===== src/rtl/pkt_buffer_write_arbiter_pkg.sv =====
// Shared definitions for the packet-buffer write arbiter.
//   BEAT_W / ADDR_W : packet-buffer beat and address widths
//   IDX_W           : width of a requester index (up to 8 requesters)
//   WD_W            : width of the stalled-grant watchdog counter
//   FLAG_*          : beat position codes carried in beat[133:132]
//   arb_state_e     : arbiter FSM encoding, visible on the debug port
package pkt_buffer_write_arbiter_pkg;

  localparam int BEAT_W = 134;
  localparam int ADDR_W = 16;
  localparam int IDX_W  = 3;
  localparam int WD_W   = 16;

  localparam logic [1:0] FLAG_HEAD = 2'b01;
  localparam logic [1:0] FLAG_MID  = 2'b11;
  localparam logic [1:0] FLAG_TAIL = 2'b10;

  typedef enum logic [1:0] {
    ST_IDLE = 2'd0,
    ST_XFER = 2'd1
  } arb_state_e;

  // Position flag sits in the two most significant bits of a beat.
  function automatic logic [1:0] beat_flag(input logic [BEAT_W-1:0] beat);
    return beat[BEAT_W-1 -: 2];
  endfunction

endpackage


===== src/rtl/pkt_buffer_write_arbiter_rr_select.sv =====
// Round-robin selector: picks the first asserted request strictly after the
// pointer, wrapping modulo NUM_REQ.  Purely combinational.
//   req       : request vector, one bit per requester
//   ptr       : index of the requester served last
//   grant_oh  : one-hot winner (all zero when nothing requests)
//   grant_idx : binary index of the winner
//   grant_any : at least one request is asserted
module pkt_buffer_write_arbiter_rr_select
  import pkt_buffer_write_arbiter_pkg::*;
#(
  parameter int NUM_REQ = 3
) (
  input  logic [NUM_REQ-1:0] req,
  input  logic [IDX_W-1:0]   ptr,
  output logic [NUM_REQ-1:0] grant_oh,
  output logic [IDX_W-1:0]   grant_idx,
  output logic               grant_any
);

  logic found;

  // Two passes replace the modulo scan: first requesters above the pointer,
  // then wrap around to the lowest index (which includes the pointer itself).
  always_comb begin
    grant_oh  = '0;
    grant_idx = '0;
    found     = 1'b0;
    for (int i = 0; i < NUM_REQ; i++) begin
      if (!found && req[i] && (IDX_W'(i) > ptr)) begin
        grant_oh[i] = 1'b1;
        grant_idx   = IDX_W'(i);
        found       = 1'b1;
      end
    end
    for (int i = 0; i < NUM_REQ; i++) begin
      if (!found && req[i]) begin
        grant_oh[i] = 1'b1;
        grant_idx   = IDX_W'(i);
        found       = 1'b1;
      end
    end
    grant_any = found;
  end

endmodule


===== src/rtl/pkt_buffer_write_arbiter.sv =====
// Round-robin arbiter sharing the single packet-buffer write port among
// NUM_REQ map/dispatch requesters.  A grant is held from a head beat to the
// matching tail beat; a watchdog releases a grant whose owner goes quiet.
//   i_clk, i_rst      : clock, synchronous active-high reset
//   iv_wdata          : one 134b beat per requester, flag in [133:132]
//   iv_data_waddr     : one 16b buffer address per requester
//   iv_data_wr        : per-requester beat valid, held until acked
//   ov_wdata_ack      : per-requester pulse, beat captured this cycle
//   ov_wdata          : registered beat to the packet buffer
//   ov_data_waddr     : registered address to the packet buffer
//   o_data_wr         : beat valid, held until i_wdata_ack
//   i_wdata_ack       : packet buffer accepted the current beat
//   ov_grant          : index of the current / last granted requester
//   o_timeout_pulse   : grant released by the watchdog this cycle
//   o_discard_pulse   : stray non-head beat dropped this cycle
//   arb_state         : FSM state (0 IDLE, 1 XFER)
module pkt_buffer_write_arbiter
  import pkt_buffer_write_arbiter_pkg::*;
#(
  parameter int              NUM_REQ        = 3,
  parameter logic [WD_W-1:0] TIMEOUT_CYCLES = 16'd64
) (
  input  logic                      i_clk,
  input  logic                      i_rst,
  input  logic [NUM_REQ*BEAT_W-1:0] iv_wdata,
  input  logic [NUM_REQ*ADDR_W-1:0] iv_data_waddr,
  input  logic [NUM_REQ-1:0]        iv_data_wr,
  output logic [NUM_REQ-1:0]        ov_wdata_ack,
  output logic [BEAT_W-1:0]         ov_wdata,
  output logic [ADDR_W-1:0]         ov_data_waddr,
  output logic                      o_data_wr,
  input  logic                      i_wdata_ack,
  output logic [2:0]                ov_grant,
  output logic                      o_timeout_pulse,
  output logic                      o_discard_pulse,
  output logic [1:0]                arb_state
);

  arb_state_e         state_q, state_d;
  logic [IDX_W-1:0]   grant_q, grant_d;
  logic [IDX_W-1:0]   ptr_q, ptr_d;
  logic [WD_W-1:0]    wd_q, wd_d, wd_inc;

  logic [NUM_REQ-1:0] head_req, stray_req, stray_oh, sel_oh, grant_oh;
  logic [NUM_REQ-1:0] cap_oh, ack;
  logic [IDX_W-1:0]   sel_idx;
  logic               sel_any, stray_any, slot_free;
  logic               g_wr;
  logic [1:0]         g_flag;
  logic               discard, timeout;
  logic [BEAT_W-1:0]  cap_beat;
  logic [ADDR_W-1:0]  cap_addr;

  // The output register can take a beat when it is empty or is being
  // drained this same cycle; this makes i_wdata_ack -> ov_wdata_ack
  // combinational, which keeps full throughput without a skid buffer.
  assign slot_free = !o_data_wr || i_wdata_ack;

  // Saturating increment so the counter never wraps back to a small value.
  assign wd_inc = (wd_q == '1) ? wd_q : wd_q + WD_W'(1);

  // Classify every valid beat as a packet head or a stray (anything else),
  // and decode the current grant into a one-hot mask plus its wr/flag.
  always_comb begin
    head_req  = '0;
    stray_req = '0;
    grant_oh  = '0;
    g_wr      = 1'b0;
    g_flag    = 2'b00;
    for (int i = 0; i < NUM_REQ; i++) begin
      head_req[i]  = iv_data_wr[i] && (beat_flag(iv_wdata[i*BEAT_W +: BEAT_W]) == FLAG_HEAD);
      stray_req[i] = iv_data_wr[i] && (beat_flag(iv_wdata[i*BEAT_W +: BEAT_W]) != FLAG_HEAD);
      if (grant_q == IDX_W'(i)) begin
        grant_oh[i] = 1'b1;
        g_wr        = iv_data_wr[i];
        g_flag      = beat_flag(iv_wdata[i*BEAT_W +: BEAT_W]);
      end
    end
  end

  // Strays are dropped one per cycle, lowest index first.
  always_comb begin
    stray_oh  = '0;
    stray_any = 1'b0;
    for (int i = 0; i < NUM_REQ; i++) begin
      if (stray_req[i] && !stray_any) begin
        stray_oh[i] = 1'b1;
        stray_any   = 1'b1;
      end
    end
  end

  pkt_buffer_write_arbiter_rr_select #(
    .NUM_REQ (NUM_REQ)
  ) u_rr_select (
    .req       (head_req),
    .ptr       (ptr_q),
    .grant_oh  (sel_oh),
    .grant_idx (sel_idx),
    .grant_any (sel_any)
  );

  // Next-state logic.  Everything is gated by reset so no requester sees an
  // ack while the arbiter is being cleared.
  always_comb begin
    // NOTE: every signal driven here gets a default before any branch, so
    // no path leaves one unassigned and no latch is inferred.
    state_d = state_q;
    grant_d = grant_q;
    ptr_d   = ptr_q;
    wd_d    = wd_q;
    cap_oh  = '0;
    ack     = '0;
    discard = 1'b0;
    timeout = 1'b0;
    if (!i_rst) begin
      case (state_q)
        ST_IDLE: begin
          wd_d = '0;
          // Dropping a stray is also held off under backpressure so that no
          // requester is acked while the buffer is stalling the port.
          if (slot_free && stray_any) begin
            ack     = ack | stray_oh;
            discard = 1'b1;
          end
          if (slot_free && sel_any) begin
            cap_oh  = sel_oh;
            ack     = ack | sel_oh;
            grant_d = sel_idx;
            state_d = ST_XFER;
          end
        end
        ST_XFER: begin
          if (g_wr) begin
            if (slot_free) begin
              cap_oh = grant_oh;
              ack    = grant_oh;
              wd_d   = '0;
              if (g_flag == FLAG_TAIL) begin
                ptr_d   = grant_q;
                state_d = ST_IDLE;
              end
            end
          end else if (wd_inc >= TIMEOUT_CYCLES) begin
            // Owner has been silent long enough: give the port away.  Any
            // beat already in the output register still drains normally.
            timeout = 1'b1;
            ptr_d   = grant_q;
            wd_d    = '0;
            state_d = ST_IDLE;
          end else begin
            wd_d = wd_inc;
          end
        end
        default: state_d = ST_IDLE;
      endcase
    end
  end

  // Mux the captured requester's beat and address.
  always_comb begin
    cap_beat = '0;
    cap_addr = '0;
    for (int i = 0; i < NUM_REQ; i++) begin
      if (cap_oh[i]) begin
        cap_beat = iv_wdata[i*BEAT_W +: BEAT_W];
        cap_addr = iv_data_waddr[i*ADDR_W +: ADDR_W];
      end
    end
  end

  always_ff @(posedge i_clk) begin
    // NOTE: state registers use non-blocking assignments so every flop
    // samples values from before the edge, independent of block order.
    if (i_rst) begin
      state_q <= ST_IDLE;
      grant_q <= '0;
      ptr_q   <= IDX_W'(NUM_REQ - 1);
      wd_q    <= '0;
    end else begin
      state_q <= state_d;
      grant_q <= grant_d;
      ptr_q   <= ptr_d;
      wd_q    <= wd_d;
    end
  end

  // Output register: a capture always wins; an ack alone empties it.
  always_ff @(posedge i_clk) begin
    if (i_rst) begin
      // NOTE: the beat/address register is reset as well: it is a single
      // beat wide, and the buffer-facing outputs must read zero after reset.
      o_data_wr     <= 1'b0;
      ov_wdata      <= '0;
      ov_data_waddr <= '0;
    end else if (|cap_oh) begin
      o_data_wr     <= 1'b1;
      ov_wdata      <= cap_beat;
      ov_data_waddr <= cap_addr;
    end else if (i_wdata_ack) begin
      o_data_wr     <= 1'b0;
    end
  end

  assign ov_wdata_ack    = ack;
  assign o_timeout_pulse = timeout;
  assign o_discard_pulse = discard;
  assign ov_grant        = grant_q;
  assign arb_state       = state_q;

endmodule


===== config.mk =====
export PLATFORM = sky130hd
export DESIGN_NAME = pkt_buffer_write_arbiter
export DESIGN_NICKNAME = d
export VERILOG_FILES = /design/src/rtl/pkt_buffer_write_arbiter_pkg.sv /design/src/rtl/pkt_buffer_write_arbiter_rr_select.sv /design/src/rtl/pkt_buffer_write_arbiter.sv
export SDC_FILE = /design/constraint.sdc
export NUM_CORES = 1
export LEC_CHECK = 0
export ABC_AREA = 1
export BUFFER_PORTS_ARGS = -buffer_cell sky130_fd_sc_hd__buf_2
export CELL_PAD_IN_SITES_DETAIL_PLACEMENT = 0
export CELL_PAD_IN_SITES_GLOBAL_PLACEMENT = 1
export CORE_AREA = 4 4 237 239
export DETAILED_ROUTE_END_ITERATION = 10
export DIE_AREA = 0 0 241 243
export PLACE_DENSITY_LB_ADDON = 0.3
export SYNTH_ARGS = -nofsm -noshare
export SYNTH_HDL_FRONTEND = slang
export SYNTH_SLANG_ARGS = --single-unit
export TNS_END_PERCENT = 1

===== constraint.sdc =====
create_clock -name i_clk -period 2.01 [get_ports i_clk]
set_clock_uncertainty 0.05 [all_clocks]
set_input_delay 0.201 -clock i_clk [delete_from_list [all_inputs] [get_ports i_clk]]
set_output_delay 0.201 -clock i_clk [all_outputs]
set_load 0.01 [all_outputs]

### Yosys cells after proc, flatten, opt, wreduce, memory -nomap -nowiden

Cells that the tools add are included.

* add/subtract/negate cells: 1
* magnitude comparators: 4
* equality and inequality tests: 17
* multiplexer cells: 71
* bitwise gates (word level): 1
* reductions and logical operators: 37

Operators by type and width (number)
* 2-to-1 mux 134 bit: 3
* 2-to-1 mux 16 bit: 7
* 2-to-1 mux 3 bit: 13
* 2-to-1 mux 1 bit: 32
* case mux 16 bit (2 select lines): 1
* 2-to-1 mux 2 bit: 12
* logical AND 1 bit: 18
* adder 16 x 1 -> 16 bit, second input constant: 1
* equality test 16 bit, second input constant: 1
* >= comparator 16 x 7 -> 1 bit, second input constant: 1
* case mux 3 bit (2 select lines): 2
* != test 3 bit, second input constant: 3
* equality test 2 x 1 -> 1 bit, second input constant: 4
* logical NOT 1 bit: 8
* != test 2 x 1 -> 1 bit, second input constant: 4
* AND reduction 4 bit: 2
* greater-than comparator 1 x 3 -> 1 bit, first input constant: 2
* nonzero test 2 bit: 3
* != test 2 bit, second input constant: 2
* case mux 2 bit (2 select lines): 1
* AND reduction 2 bit: 2
* equality test 3 x 1 -> 1 bit, second input constant: 1
* equality test 3 x 2 -> 1 bit, second input constant: 1
* greater-than comparator 2 x 3 -> 1 bit, first input constant: 1
* 6 further kinds: 6

* flip-flop bits (word level): 175
* bits of input ports: 456
* output and inout port bits: 161
* logic and storage cells: 138

### Longest topological paths before layout

Gate-level depths: netlist of run 1.

* word-level depth: 28
* gate-level depth with buffers: 15
* mapped depth without buffers: 13

### By module

A second synthesis of run 1 with hierarchy kept.

* cell total of the unflattened synthesis: 1741
* area, all modules: 10402.5 µm²

Modules (own cells, without submodules)
* pkt_buffer_write_arbiter: instances 1, cells each 1723, area each 10299.9 µm², sequential area each 3483.3 µm²
* pkt_buffer_write_arbiter_rr_select: instances 1, cells each 18, area each 102.6 µm², sequential area each 0.0 µm²

### Worst setup path before layout of run 1

OpenSTA, ideal clock, no wires.

* path type: register to register
* start point: reg grant_q[1], in the netlist ov_grant[1]
* end point: reg ov_wdata[10]
* library setup time: 0.115 ns
* arrival time: 1.895 ns
* required time: 1.845 ns
* path slack: -0.050 ns
* stages on the path, launching flop included: 15
* path buffers: 1
* path through: dfxtp_1 -> inv_1 -> nor2_1 -> nand2_1 -> o211ai_2 -> nand3_1 -> nand2_1 -> inv_2 -> a21oi_4 -> inv_2 -> nand2_2 -> clkbuf_1 -> nand2_1 -> a21oi_1 -> nor2_1

* cells in the longest elaborated chain, start to end: 10

RTL lines
* start: declaration: line pkt_buffer_write_arbiter.sv:40 `logic [IDX_W-1:0] grant_q, grant_d;`
* start signal: assignment: line pkt_buffer_write_arbiter.sv:182 `grant_q <= grant_d;`
* logical NOT 3 bit: line pkt_buffer_write_arbiter.sv:73 `if (grant_q == IDX_W'(i)) begin`
* 2-to-1 mux 1 bit (3 in a row): line pkt_buffer_write_arbiter.sv:73
* 2-to-1 mux 3 bit (*): line pkt_buffer_write_arbiter.sv:134 `if (g_wr) begin`
* case mux 3 bit (2 select lines) (*): line pkt_buffer_write_arbiter.sv:117 `case (state_q)`
* 2-to-1 mux 3 bit (*): line pkt_buffer_write_arbiter.sv:116 `if (!i_rst) begin`
* 2-to-1 mux 134 bit (3 in a row): line pkt_buffer_write_arbiter.sv:165 `if (cap_oh[i]) begin`
* end signal: assignment: line pkt_buffer_write_arbiter.sv:198 `ov_wdata <= cap_beat;`
* end: declaration: line pkt_buffer_write_arbiter.sv:29 `output logic [BEAT_W-1:0] ov_wdata,`

Every way passes the cells marked *; elsewhere a longest branch is shown, timed or not.
A chain may end at the register's enable or synchronous reset.

### Worst setup path after layout of run 1

* start point: reg grant_q[1], in the netlist ov_grant[1]
* end point: out ov_wdata_ack[2]

* cells in the longest elaborated chain, start to end: 7

RTL lines
* logical NOT 3 bit: line pkt_buffer_write_arbiter.sv:73
* 2-to-1 mux 1 bit (3 in a row): line pkt_buffer_write_arbiter.sv:73
* 2-to-1 mux 3 bit (*): line pkt_buffer_write_arbiter.sv:134
* case mux 3 bit (2 select lines) (*): line pkt_buffer_write_arbiter.sv:117
* 2-to-1 mux 3 bit (*): line pkt_buffer_write_arbiter.sv:116
* end: declaration: line pkt_buffer_write_arbiter.sv:28 `output logic [NUM_REQ-1:0] ov_wdata_ack,`

Marks and branches as above.

==> flow_metrics.py, run 1 <==
metrics = {
    "sta": {
        "maxSlewViolCount": 0,
        "setup_ws_ns": -0.289,
        "setup_viol": 156,
        "max_freq_ghz": 0.435,
        "period_share": 1.14,
        "timing.final.hold_violations": 0,
        "fin_tns_setup_ns": -14.51,
        "rsz0062_at_grt": "yes",
        "fin_crit_ns": 2.30,
    },
    "detailed_routing": {
        "antenna_left": 0,
        "totalWireLength_um": 59500,
        "drt-initial-drc-count": 626,
        "vias": 16208,
        "routedWlPerCell_um": 16.1,
        "drt_first_pass_iters": 5,
        "viasPerCell": 4.39,
        "drc": 0,
    },
    "layout": {
        "final_layout_size_suffix_gt1_frac": 0.313,
        "fin_nets": 3441,
        "regArea_um2": 3460,
        "fin_cells": 3696,
        "multi_input_area_um2": 6020,
        "fillCellCount": 5635,
        "area_delta_synth_final_pct": 94.5,
        "stdcell_area_um2": 21300,
    },
    "global_route": {
        "grt_overflow": 0,
        "grt_max_degree": 77,
        "antenna_found_initial": 4,
        "first_global_vias": 16708,
        "grtUsageTotal": 0.194,
        "grt_pass1_wl_um": 90200,
    },
    "worst_setup_path": {
        "critPathKind": "flip-flop to output pin",
        "critPathMaxStageDelay_ns": 0.34,
        "crit_path_start": "ov_grant[1]",
        "cp_cell_sequence": "inv_2 > nand2_1 > o211ai_2 > nand3_1 > nand2_1 > inv_2 > a21oi_4 > inv_8 > buf_16 > o41ai_1 > buf_2",
        "setup.worst_path.end": "ov_wdata_ack[2]",
        "r2r_end": "ov_wdata[59]",
        "cp-end-kind": "output pin",
        "r2r_cells": 17,
        "crit_required_ns": 1.76,
        "critPathSlowestCell": "dfxtp_2",
        "path_max_fanout": 13,
        "start_kind": "flip-flop",
        "arrival_ns": 2.05,
        "r2r_start": "ptr_q[1]",
        "r2r_slack_ns": -0.18,
    },
    "floorplan": {
        "die_area_um2": 58600,
        "row_count": 85,
        "core_area_um2": 53800,
        "die_h_um": 243,
        "start_util": 0.204,
        "ios": 617,
        "die_w_um": 241,
    },
    "place": {
        "place_hpwl_um": 42900,
        "placed_area_um2": 15900,
        "placedCellCount": 3234,
        "gp_congestion": 0.878,
        "numPortBuffers": 614,
    },
    "logic_synthesis": {
        "ys_seq_area_frac": 0.314,
        "synthCells": 1893,
        "synth-simple-area-share": 0.355,
        "netlist.top_cell.by_area": "dfxtp_1",
        "ys_dominant_reg_cell": "dfxtp_1",
        "yosys_warnings": 0,
        "synth_mux_area_frac": 0.00103,
        "synth_compound_area_frac": 0.149,
        "synth_area_um2": 11000,
        "synth.distinct_cells": 32,
        "synth_common_cells": "nand2_1 (508), inv_1 (337), nor2_1 (201)",
        "synth_edf_count": 0,
        "synth-adder-area-share": 0.00114,
        "yosys-top-cells-area": "dfxtp_1 (31%), nand2_1 (17%), inv_1 (12%)",
        "synth_top_family_by_area": "simple AND/OR/NAND/NOR gates",
        "synth-xor-area-share": 0.00479,
        "yosysMostFrequentCell": "nand2_1",
        "synth_area_per_cell_um2": 5.80,
        "async_flop_share": 0,
        "synth-seq-cells": 172,
        "synth_top_area_frac": 0.314,
    },
    "clocking": {
        "cts.sinks": 172,
        "cts.path.max_buffers": 2,
        "root_buffer": "clkbuf_16",
        "cts_tree": "built",
        "path_clk_slew_ns": 0.07,
        "htreeDepth": 4,
        "clkLatencyLatePin_ns": 0.48,
        "cts_buffers": 17,
    },
    "job": {
        "cap_violations": 0,
    },
    "min_path": {
        "hold_class": "input pin to flip-flop",
    },
    "power_and_ir_drop": {
        "finalPower_mw": 14.1,
        "p_leak_nw": 11.4,
        "vdd_drop_max_uv": 528,
        "p_per_area_nw_per_um2": 660,
    },
    "run_status": {
        "violations": "negative setup slack",
        "outcome": "finished, violations left",
    },
}
==> cell families after synthesis <==
logic type | after synthesis
AOI/OAI and AO/OA | 319
xor gates and xnor gates | 6
adders and majority gates | 1
buffers and inverters | 479
DFF | 172
muxes | 1
other | 1
and+or+nand+nor | 914
==> how the worst min path moves through the flow <==
stage	to	slack [ns]	cells past startpoint	startpoint
after floorplan	ov_data_waddr[1]	0.30	2	iv_data_waddr[33]
after global placement	ov_wdata[0]	0.39	3	iv_wdata[268]
after detailed placement	ov_wdata[66]	0.39	3	iv_wdata[334]
after CTS	ov_wdata[92]	0.00005	5	iv_wdata[226]
after global routing	ov_wdata[97]	0.02	5	iv_wdata[97]
final	ov_wdata[97]	0.02	5	iv_wdata[97]
==> where the power goes <==
part / switching [mW] / internal [mW]
sequential: 0.341 / 4.03
clock: 1.61 / 1.98
combinational: 3.25 / 2.88
==> worst max-delay path: cells and delay by family, from the launching register on <==
kind	cells	cell delay (ns)
buf+inv	5	0.55
simple gates	3	0.25
flops	1	0.34
compound gates	3	0.41
==> placed cells by master, fill, tap and decap left out, types with 2 or more instances in the layout <==
cell and instances:
xor2_1 5, o21ai_0 77, nand2_8 2, dfxtp_2 10
clkinv_1 2, clkinv_2 4, nor2_4 8, a21oi_2 26
o21ai_2 28, buf_2 613, nand2_1 497, o21ai_1 52
nand3_1 25, clkbuf_1 3, inv_1 333, nand3_4 2
diode_2 3, a21oi_1 128, clkinv_4 3, buf_12 31
buf_16 3, buf_6 11, nand2_2 10, nand4_1 162
nand3_2 3, nor3_1 9, dlygate4sd3_1 410, dfxtp_1 160
nor2_1 185, buf_4 134, nor2_2 8, inv_2 6
bufinv_16 3, dfxtp_4 2, conb_1 2, buf_8 4
clkbuf_16 17
==> layer usage <==
metal / GRT usage / wire length, µm
met3: 0.0515 / 3720
met2: 0.345 / 29600
met5: 0 / 13
met1: 0.219 / 24100
met4: 0.0812 / 2150
==> repair_timing <==
item | 4_1_cts | 5_1_grt
pin swaps | 18 | 6
cloned | 2 | 0
setup endpoints to repair | 165 | 164
gates resized for setup | 163 | 59
hold buffers | 410 | 0
setup buffers | 13 | 3
hold endpoints to repair | 150 | 0
==> area by class of cell <==
| cell class | count | area share |
|---|---|---|
| well taps | 696 | 0.0408 |
| inverters | 343 | 0.0608 |
| repair buffers | 1207 | 0.426 |
| multi-input cells | 1243 | 0.282 |
| clock inverters | 11 | 0.00674 |
| flip-flops and latches | 172 | 0.162 |
| diodes | 3 | 0.000352 |
| clock buffers | 21 | 0.0211 |
==> state kept, by name, summed over array words and instances (netlist names) <==
register and flops:
arb_state 1, ov_grant 2, wd_q 16, o_data_wr 1, ov_wdata 134, ptr_q 2
ov_data_waddr 16
==> through the flow <==
step                 util  hold slack, ns  worst slack (ns)
floorplan               -           0.302         0.0000391
global placement    0.296           0.390            -0.237
detailed placement  0.296           0.395            -0.265
CTS                 0.393       0.0000478            -0.349
global route        0.397          0.0230            -0.464
finish              0.397          0.0231            -0.289
Power figures use the tool's default switching activity.
==> run 2: changes to the inputs <==
--- a/config.mk
+++ b/config.mk
@@ -5,14 +5,15 @@
 export SDC_FILE = /design/constraint.sdc
 export NUM_CORES = 1
 export LEC_CHECK = 0
-export ABC_AREA = 1
 export BUFFER_PORTS_ARGS = -buffer_cell sky130_fd_sc_hd__buf_2
 export CELL_PAD_IN_SITES_DETAIL_PLACEMENT = 0
 export CELL_PAD_IN_SITES_GLOBAL_PLACEMENT = 1
-export CORE_AREA = 4 4 237 239
+export CORE_AREA = 4 4 239 241
 export DETAILED_ROUTE_END_ITERATION = 10
-export DIE_AREA = 0 0 241 243
+export DIE_AREA = 0 0 243 245
 export PLACE_DENSITY_LB_ADDON = 0.3
+export SKIP_LAST_GASP = 1
+export SLEW_MARGIN = 20
 export SYNTH_ARGS = -nofsm -noshare
 export SYNTH_HDL_FRONTEND = slang
 export SYNTH_SLANG_ARGS = --single-unit
==> flow_metrics.py, run 2 <==
metrics = {
    "global_route": {
        "grtUsageTotal": 0.156,
        "grt_overflow": 0,
        "antenna_found_initial": 2,
        "first_global_vias": 12607,
        "grt_max_degree": 78,
        "grt_pass1_wl_um": 72000,
    },
    "worst_setup_path": {
        "critPathSlowestCell": "dfxtp_2",
        "critPathMaxStageDelay_ns": 0.35,
        "arrival_ns": 2.20,
        "crit_required_ns": 1.76,
        "cp-end-kind": "output pin",
        "critPathKind": "flip-flop to output pin",
        "start_kind": "flip-flop",
        "cp_cell_sequence": "nand4_1 > nor3_2 > mux2_4 > nor4b_4 > a21boi_2 > buf_2",
        "path_max_fanout": 4,
    },
    "detailed_routing": {
        "drt-initial-drc-count": 435,
        "antenna_left": 0,
        "totalWireLength_um": 48200,
        "drt_first_pass_iters": 5,
        "vias": 11804,
        "viasPerCell": 4.33,
        "routedWlPerCell_um": 17.7,
        "drc": 0,
    },
    "clocking": {
        "cts.path.max_buffers": 2,
        "path_clk_slew_ns": 0.07,
        "htreeDepth": 4,
        "root_buffer": "clkbuf_16",
        "cts.sinks": 172,
        "clkLatencyLatePin_ns": 0.48,
        "cts_tree": "built",
        "cts_buffers": 17,
    },
    "layout": {
        "multi_input_area_um2": 4190,
        "fillCellCount": 5782,
        "final_layout_size_suffix_gt1_frac": 0.398,
        "layout_common_cells": "buf_2 (614), dlygate4sd3_1 (304), nor2_1 (168), dfxtp_1 (165), inv_1 (156)",
        "fin_cells": 2723,
        "final_common_cell": "buf_2",
        "largest_registers": "ov_wdata x134, ov_data_waddr x16, wd_q x16",
        "fin_nets": 2462,
        "area_delta_synth_final_pct": 99.0,
        "regArea_um2": 3450,
        "top_register": "ov_wdata",
        "largest_reg_flops": 134,
    },
    "sta": {
        "rsz0062_at_grt": "yes",
        "setup_ws_ns": -0.440,
        "period_share": 1.22,
        "setup_viol": 171,
        "relSlewSlack": 0.606,
        "maxSlewViolCount": 0,
        "tightest_slew_ns": 0.589,
        "max_freq_ghz": 0.408,
        "fin_crit_ns": 2.45,
        "fin_tns_setup_ns": -36.80,
        "timing.final.hold_violations": 0,
    },
    "power_and_ir_drop": {
        "internal_power_mw": 7.22,
        "clockPowerShare": 0.300,
        "p_sw_frac": 0.333,
        "power_frac_comb": 0.320,
        "p_leak_nw": 7.66,
        "p_per_area_nw_per_um2": 639,
        "seqPwrFrac": 0.381,
        "finalPower_mw": 10.8,
        "p_sw_mw": 3.61,
        "vdd_drop_max_uv": 651,
    },
    "place": {
        "place_hpwl_um": 35500,
        "numPortBuffers": 614,
        "placedCellCount": 2380,
        "gp_congestion": 0.871,
    },
    "floorplan": {
        "core_area_um2": 54900,
        "die_area_um2": 59500,
        "start_util": 0.155,
        "row_count": 86,
        "die_h_um": 245,
        "ios": 617,
        "die_w_um": 243,
    },
    "job": {
        "cap_violations": 0,
    },
    "logic_synthesis": {
        "ys_dominant_reg_cell": "dfxtp_1",
        "synth_area_per_cell_um2": 8.24,
        "yosys-top-cells-area": "dfxtp_1 (40%), o221ai_1 (15%), a211oi_1 (14%)",
        "synth_common_cells": "dfxtp_1 (172), nor2_1 (170), inv_1 (157)",
        "synth.distinct_cells": 55,
        "synthCells": 1034,
        "async_flop_share": 0,
        "netlist.top_cell.by_area": "dfxtp_1",
        "synth_edf_count": 0,
        "synth-seq-cells": 172,
        "synth_area_um2": 8520,
        "ys_seq_area_frac": 0.404,
        "yosysMostFrequentCell": "dfxtp_1",
        "yosys_warnings": 0,
        "synth_top_area_frac": 0.404,
    },
    "run_status": {
        "outcome": "finished, violations left",
        "violations": "negative setup slack",
    },
    "min_path": {
        "hold_class": "input pin to flip-flop",
    },
}
[run 2: changes by cell type after synthesis, sizes merged, moves of 31 or more]
cell    delta
a21oi    -143
nor2      -31
o221ai   +150
inv      -184
a211oi   +154
nand2    -492
o21ai    -149
nand4    -156
[run 2: metal layers]
metal	part of all wire	vias to the layer above	GRT usage
li1	-	5748	-
met1	0.38	5395	0.164
met2	0.50	567	0.282
met3	0.071	94	0.0469
met4	0.046	0	0.0791
met5	0	-	0
[run 2: path summary, 6_finish.rpt]
path / start / to / slack (ns) / cells past startpoint
max reg2reg: wd_q[6] / wd_q[14] / -0.33 / 9
max: wd_q[6] / o_timeout_pulse / -0.44 / 6
min: iv_wdata[386] / ov_wdata[118] / 0.04 / 3
min reg2reg: ov_wdata[119] / ov_wdata[119] / 0.40 / 2
[run 2: layout make-up]
class | count | share of cell area
clock inverter | 12 | 0.00524
sequential | 172 | 0.204
timing repair buffer | 1043 | 0.430
multi-input combinational | 614 | 0.247
antenna | 1 | 0.000148
clock buffer | 20 | 0.0270
inverter | 157 | 0.0349
tap | 704 | 0.0520
[run 2: critical path: cells and delay by family (launching register included)]
family | cells | cell delay (ns)
AND/OR/NAND/NOR | 3 | 0.79
flip-flops | 1 | 0.35
multiplexers | 1 | 0.34
buffers and inverters | 1 | 0.15
AO/OA/AOI/OAI | 1 | 0.10
[run 2: kinds of logic after synthesis]
kind of cell	share of synthesized area
compound gates	0.325
xor+xnor	0.00617
fa+ha+maj	0.00147
buf+inv	0.118
flops	0.404
mux	0.0119
other cells	0.000440
simple gates	0.132
[run 2: per-stage QoR]
stage | setup WS (ns) | utilization | area [µm²] | hold slack (ns)
5_1_grt | -0.591 | 0.309 | 16900 | 0.0247
6_report | -0.440 | 0.309 | 16900 | 0.0429
3_5_place_dp | -0.332 | 0.241 | 13200 | 0.391
3_3_place_gp | -0.271 | 0.241 | 13200 | 0.386
2_1_floorplan | -0.0432 | - | 8600 | 0.327
4_1_cts | -0.522 | 0.308 | 16900 | 0.000282
[run 2: power groups by stage]
stage	Combinational, mW	Sequential, mW	Clock (mW)
global route	3.76	4.18	3.53
CTS	3.49	4.12	3.43
detailed placement	3.00	4.19	0
floorplan	1.09	4.39	0
finish	3.46	4.12	3.25
global placement	3.00	4.18	0
[run 2: repair_timing]
| action | in CTS | in global routing |
|---|---|---|
| gates cloned | 0 | 0 |
| pin swaps | 8 | 2 |
| gates resized for setup | 13 | 5 |
| hold buffers | 304 | 0 |
| endpoints found under the hold margin | 148 | 0 |
| buffers inserted | 4 | 2 |
| setup endpoints to repair | 171 | 171 |
